===== src/rtl/dcc_cmd_scheduler.sv =====
// DCC command scheduler: mixes priority packets with round-robin refresh of an 8-slot table.
// Optional build macro DCC_SCHED_STATS_EN enables the stat_pkt_cnt issue counter.
module dcc_cmd_scheduler #(
  parameter int PRI_DEPTH  = 4,
  parameter int STARVE_MAX = 3
) (
  input  logic        clk,
  input  logic        reset_n,
  input  logic        slot_we,
  input  logic [2:0]  slot_addr,
  input  logic [16:0] slot_wdata,
  input  logic        pri_valid,
  input  logic [31:0] pri_word,
  output logic        pri_ready,
  input  logic        gen_req,
  output logic [31:0] gen_word,
  output logic        gen_valid,
  output logic        req_overrun,
  output logic [15:0] stat_pkt_cnt
);

  localparam int AW = $clog2(PRI_DEPTH);
  localparam int RW = $clog2(STARVE_MAX + 1);
  localparam logic [RW-1:0] RUN_MAX = RW'(STARVE_MAX);
  localparam logic [31:0] IDLE_WORD = 32'h0D0000FF;

  typedef enum logic [1:0] {S_WAIT, S_ARB, S_EMIT} state_t;

  state_t        state, state_nxt;
  logic [16:0]   slot_tab [8];
  logic [31:0]   fifo_mem [PRI_DEPTH];
  logic [AW:0]   wr_ptr, rd_ptr;
  logic          fifo_empty, fifo_full, push, pop;
  logic [2:0]    rr_ptr, rr_sel;
  logic          rr_found;
  logic [RW-1:0] pri_run;
  logic [31:0]   arb_word;
  logic          arb_pri, arb_ref;

  always_ff @(posedge clk or negedge reset_n) begin
    if (!reset_n) state <= S_WAIT;
    else          state <= state_nxt;
  end

  always_comb begin
    state_nxt = state;
    case (state)
      S_WAIT:  if (gen_req) state_nxt = S_ARB;
      S_ARB:   state_nxt = S_EMIT;
      S_EMIT:  state_nxt = S_WAIT;
      default: state_nxt = S_WAIT;
    endcase
  end

  always_ff @(posedge clk or negedge reset_n) begin
    if (!reset_n) begin
      for (int i = 0; i < 8; i++) slot_tab[i] <= '0;
    end else if (slot_we) begin
      slot_tab[slot_addr] <= slot_wdata;
    end
  end

  // Pointers carry one extra wrap bit so full and empty are distinguishable.
  assign fifo_empty = (wr_ptr == rd_ptr);
  assign fifo_full  = (wr_ptr[AW] != rd_ptr[AW]) && (wr_ptr[AW-1:0] == rd_ptr[AW-1:0]);
  assign pri_ready  = !fifo_full;
  assign push       = pri_valid && !fifo_full;
  assign pop        = (state == S_ARB) && arb_pri;

  always_ff @(posedge clk) begin
    if (push) fifo_mem[wr_ptr[AW-1:0]] <= pri_word;
  end

  always_ff @(posedge clk or negedge reset_n) begin
    if (!reset_n) begin
      wr_ptr <= '0;
      rd_ptr <= '0;
    end else begin
      if (push) wr_ptr <= wr_ptr + 1'b1;
      if (pop)  rd_ptr <= rd_ptr + 1'b1;
    end
  end

  always_comb begin
    rr_found = 1'b0;
    rr_sel   = rr_ptr;
    for (int i = 0; i < 8; i++) begin
      if (!rr_found && slot_tab[rr_ptr + 3'(i)][16]) begin
        rr_found = 1'b1;
        rr_sel   = rr_ptr + 3'(i);
      end
    end
  end

  // Priority wins until the starvation limit, then a refresh is forced if any slot is live.
  always_comb begin
    arb_pri  = 1'b0;
    arb_ref  = 1'b0;
    arb_word = IDLE_WORD;
    if (!fifo_empty && (pri_run < RUN_MAX)) arb_pri = 1'b1;
    else if (rr_found)                      arb_ref = 1'b1;
    else if (!fifo_empty)                   arb_pri = 1'b1;
    if (arb_pri)
      arb_word = fifo_mem[rd_ptr[AW-1:0]];
    else if (arb_ref)
      arb_word = {8'h0D, 8'h00, slot_tab[rr_sel][7:0], slot_tab[rr_sel][15:8]};
  end

  always_ff @(posedge clk or negedge reset_n) begin
    if (!reset_n) begin
      gen_word <= IDLE_WORD;
      rr_ptr   <= '0;
      pri_run  <= '0;
    end else if (state == S_ARB) begin
      gen_word <= arb_word;
      if (arb_pri) pri_run <= (pri_run == RUN_MAX) ? pri_run : pri_run + 1'b1;
      else         pri_run <= '0;
      if (arb_ref) rr_ptr <= rr_sel + 3'd1;
    end
  end

  always_ff @(posedge clk or negedge reset_n) begin
    if (!reset_n)                       req_overrun <= 1'b0;
    else if (gen_req && state != S_WAIT) req_overrun <= 1'b1;
  end

  assign gen_valid = (state == S_EMIT);

`ifdef DCC_SCHED_STATS_EN
  always_ff @(posedge clk or negedge reset_n) begin
    if (!reset_n)       stat_pkt_cnt <= '0;
    else if (gen_valid) stat_pkt_cnt <= stat_pkt_cnt + 16'd1;
  end
`else
  assign stat_pkt_cnt = '0;
`endif

endmodule


===== config.mk =====
export PLATFORM = sky130hd
export DESIGN_NAME = dcc_cmd_scheduler
export DESIGN_NICKNAME = d
export VERILOG_FILES = /design/src/rtl/dcc_cmd_scheduler.sv
export SDC_FILE = /design/constraint.sdc
export NUM_CORES = 1
export LEC_CHECK = 0
export ABC_CLOCK_PERIOD_IN_PS = 10200
export CORE_ASPECT_RATIO = 0.6
export CORE_MARGIN = 4
export CORE_UTILIZATION = 30
export DETAILED_ROUTE_END_ITERATION = 10
export PLACE_DENSITY_LB_ADDON = 0.12
export SYNTH_ARGS = -nofsm -noshare
export SYNTH_HDL_FRONTEND = slang
export SYNTH_SLANG_ARGS = --single-unit

===== constraint.sdc =====
create_clock -name clk -period 10.2 [get_ports clk]
set_clock_uncertainty 0.15 [all_clocks]
set_input_delay 2.04 -clock clk [delete_from_list [all_inputs] [get_ports clk]]
set_output_delay 2.04 -clock clk [all_outputs]
set_load 0.03 [all_outputs]

==> impl_results.md <==
* Yosys cell types at 70
* Clock root buffer: clkbuf_16
* Reg2Reg Depth at 12
* PwrDens at about 340 nW/um^2
* CTS sink cnt at between 300 and 400
* Critical path startpoint: rr_ptr[0]
* Synth Warn # at 0
* Worst-Margin Slew at approximately 1 ns
* First-pass GRT wire length at 53,000 um
* Post-synth EDFFs at 128
* Hold Buf Count CTS at 0
* Fillcell total at between 4,000 and 5,000
* Leakage at 6.27 nW
* Async set-reset flop share out of synthesis at 58.7%
* CTS buffer count at 30
* Initial core utilization at between 30 and 40%
* Initial antenna violation count at 0
* Slew Limit Fails at 0
* Reg2reg end: gen_word[6]
* Die Span Y at 174 um
* Endpoints failing setup at 0
* Placed Cells at about 1,600
* Largest net degree at the start of global routing at 72
* Slew headroom at between 30 and 40%
* DIE WIDTH at 285 um
* PostCTS Resize Cnt at 0
* Setup_tns at 0 ns
* # port buffers at between 90 and 100
* H-tree depth at 1
* Setup Buffers After CTS at 0
* Post-Synthesis Cell Area at about 14,000 um^2
* Status: completed
* Routability congestion estimate at approximately 0.80
* Crit path to: gen_word[6]
* Final Hold Vio Count at 0
* Ant diodes at 0
* Layout cells sized above 1 at 31.3%
* Total GRT Usage at 13.8%
* Most frequent cells in the layout: dfrtp_1, mux2_2, edfxtp_1, clkdlybuf4s50_1, mux4_2
* Highest ir drop seen on vdd at between 0.3 and 0.4 mV
* Worst-skew pair later-pin latency at between 0.5 and 0.6 ns
* Seq/Total Area, Yosys at approximately three fifths
* TritonCTS clock tree: built
* Maximum root-to-sink buffer count at 3
* CP Class: flop to flop
* DRT antenna net count at 0
* Worst path arrival time at roughly 5.9 ns
* Core box area at around 45,000 um^2
* Hold WC Path Type: flop to flop
* CP required at 10.50 ns
* Synth Register Bits at 310
* DR pass1 iterations at 4
* DR iter-0 viols at 412
* Min Tclk post-route at roughly 5.6 ns
* Worst setup EP type: flop
* Synthesized instance count at ~880
* Most common cell after layout, fill and taps aside: dfrtp_1
* Wirelength per Cell at around 21 um
* Startpoint types: flop
* Mean area per synthesized cell at approximately 16 um^2
* Total gr overflow at 0
* DRC at 0
* RSZ-0062 raised after global routing: false
* Crit Path Max Fanout at 24
* Period utilization at between 50% and 60%
* Max Cap Violations at 0
* IO Pins at between 100 and 150
* Row cnt at 60
* Clock slew at reported path FFs at ~0.07 ns
* Area growth syn-to-layout at 18.3%
* Fin nets at roughly 1,000
* Crit Reg-Reg Startpoint: rr_ptr[0]
* Post-DP HPWL at 21,900 um
* Final WL at between 30,000 and 40,000 um
* Routed via count at between 7,000 and 8,000
* Die area at a little under 50,000 um^2
* Final core occ at about 36%
* Vias per cell at approximately 4.8
* Reg2Reg Setup Slack at about 4.6 ns
* Vias in the first global route at ~8,000
* Top_reg_cell synth: dfrtp_1
* Fmax at around 180 MHz
* Finished Layout Cells at between 1,500 and 2,000
cells by family (layout without fill, tap and decap cells):
group | Yosys count | after routing | share of synthesized area (%)
flops | 310 | 310 | 60.8
other cells | 1 | 16 | 0.0271
mux | 241 | 241 | 22.9
simple gates | 118 | 118 | 4.60
fa+ha+maj | 9 | 9 | 0.814
xor+xnor | 14 | 14 | 0.886
compound gates | 112 | 112 | 6.75
buf+inv | 77 | 173 | 3.26
area by class of cell:
cell class / count / area (um^2) / share of cell area [%]
Clock buffer: 38 / 805 / 4.92
Clock inverter: 18 / 228 / 1.39
Inverter: 11 / 46.3 / 0.283
Multi-Input combinational cell: 510 / 5070 / 31.0
Sequential cell: 310 / 8410 / 51.4
Tap cell: 620 / 776 / 4.74
Timing Repair Buffer: 106 / 1030 / 6.28
how the worst min path moves through the flow:
stage / cells after the start / to / slack, ns / startpoint
final: 1 / state[0] / 0.31 / state[1]
after global routing: 1 / state[0] / 0.35 / state[1]
after CTS: 1 / state[0] / 0.31 / state[1]
after detailed placement: 1 / req_overrun / 0.30 / req_overrun
after global placement: 1 / state[0] / 0.30 / state[1]
after floorplan: 1 / state[0] / 0.28 / state[1]
flip-flops by register name (all words and copies together), names as in the netlist:
register	count
rd_ptr	3
state	2
gen_word	32
slot_tab	136
fifo_mem	128
req_overrun	1
rr_ptr	3
wr_ptr	3
pri_run	2
power by group:
group	total (mW)	switching (mW)	internal (mW)
logic	2.59	1.45	1.14
clock network	1.17	0.485	0.686
registers	1.83	0.179	1.65
worst max-delay path: stages, from the launching register on:
cell,delay [ns]
dfrtp_1,0.83
inv_1,0.20
ha_1,0.63
mux4_2,0.63
mux2i_4,0.21
a32oi_2,0.33
o31ai_2,0.68
or3_4,0.33
nand2_4,0.20
inv_6,0.34
nand3_2,0.52
nor2_1,0.32
a2111oi_2,0.07
synthesized netlist by cell type, drive strengths merged, types with 11 or more instances:
| master | instances | area share (%) |
|---|---|---|
| dfrtp | 171 | 31 |
| mux2 | 156 | 13 |
| edfxtp | 128 | 28 |
| mux2i | 43 | 3.3 |
| mux4 | 42 | 6.8 |
| nand2 | 40 | 1.1 |
| buf | 38 | 2.2 |
| clkbuf | 28 | 0.76 |
| nor2 | 27 | 0.73 |
| a22o | 22 | 1.4 |
| o22ai | 16 | 0.72 |
| and3 | 14 | 0.63 |
| o21ai | 13 | 0.50 |
| dfstp | 11 | 2.1 |
| inv | 11 | 0.33 |
metal layers:
metal | track usage [%] | vias up | routed length, um
li1 | - | 3517 | -
met1 | 21.7 | 4059 | 18000
met2 | 20.1 | 122 | 14700
met3 | 2.01 | 35 | 1060
met4 | 2.49 | 0 | 600
met5 | 0 | - | 0
per-stage QoR:
step	hold slack (ns)	area (um^2)	total power [mW]	worst slack [ns]
6_report	0.311	16400	5.59	4.63
3_5_place_dp	0.304	15300	4.48	4.59
5_1_grt	0.347	16400	5.93	4.18
4_1_cts	0.315	16400	5.68	4.58
3_3_place_gp	0.301	15300	4.47	4.82
2_1_floorplan	0.282	13900	3.86	6.17
(Power assumes the default switching activity.)
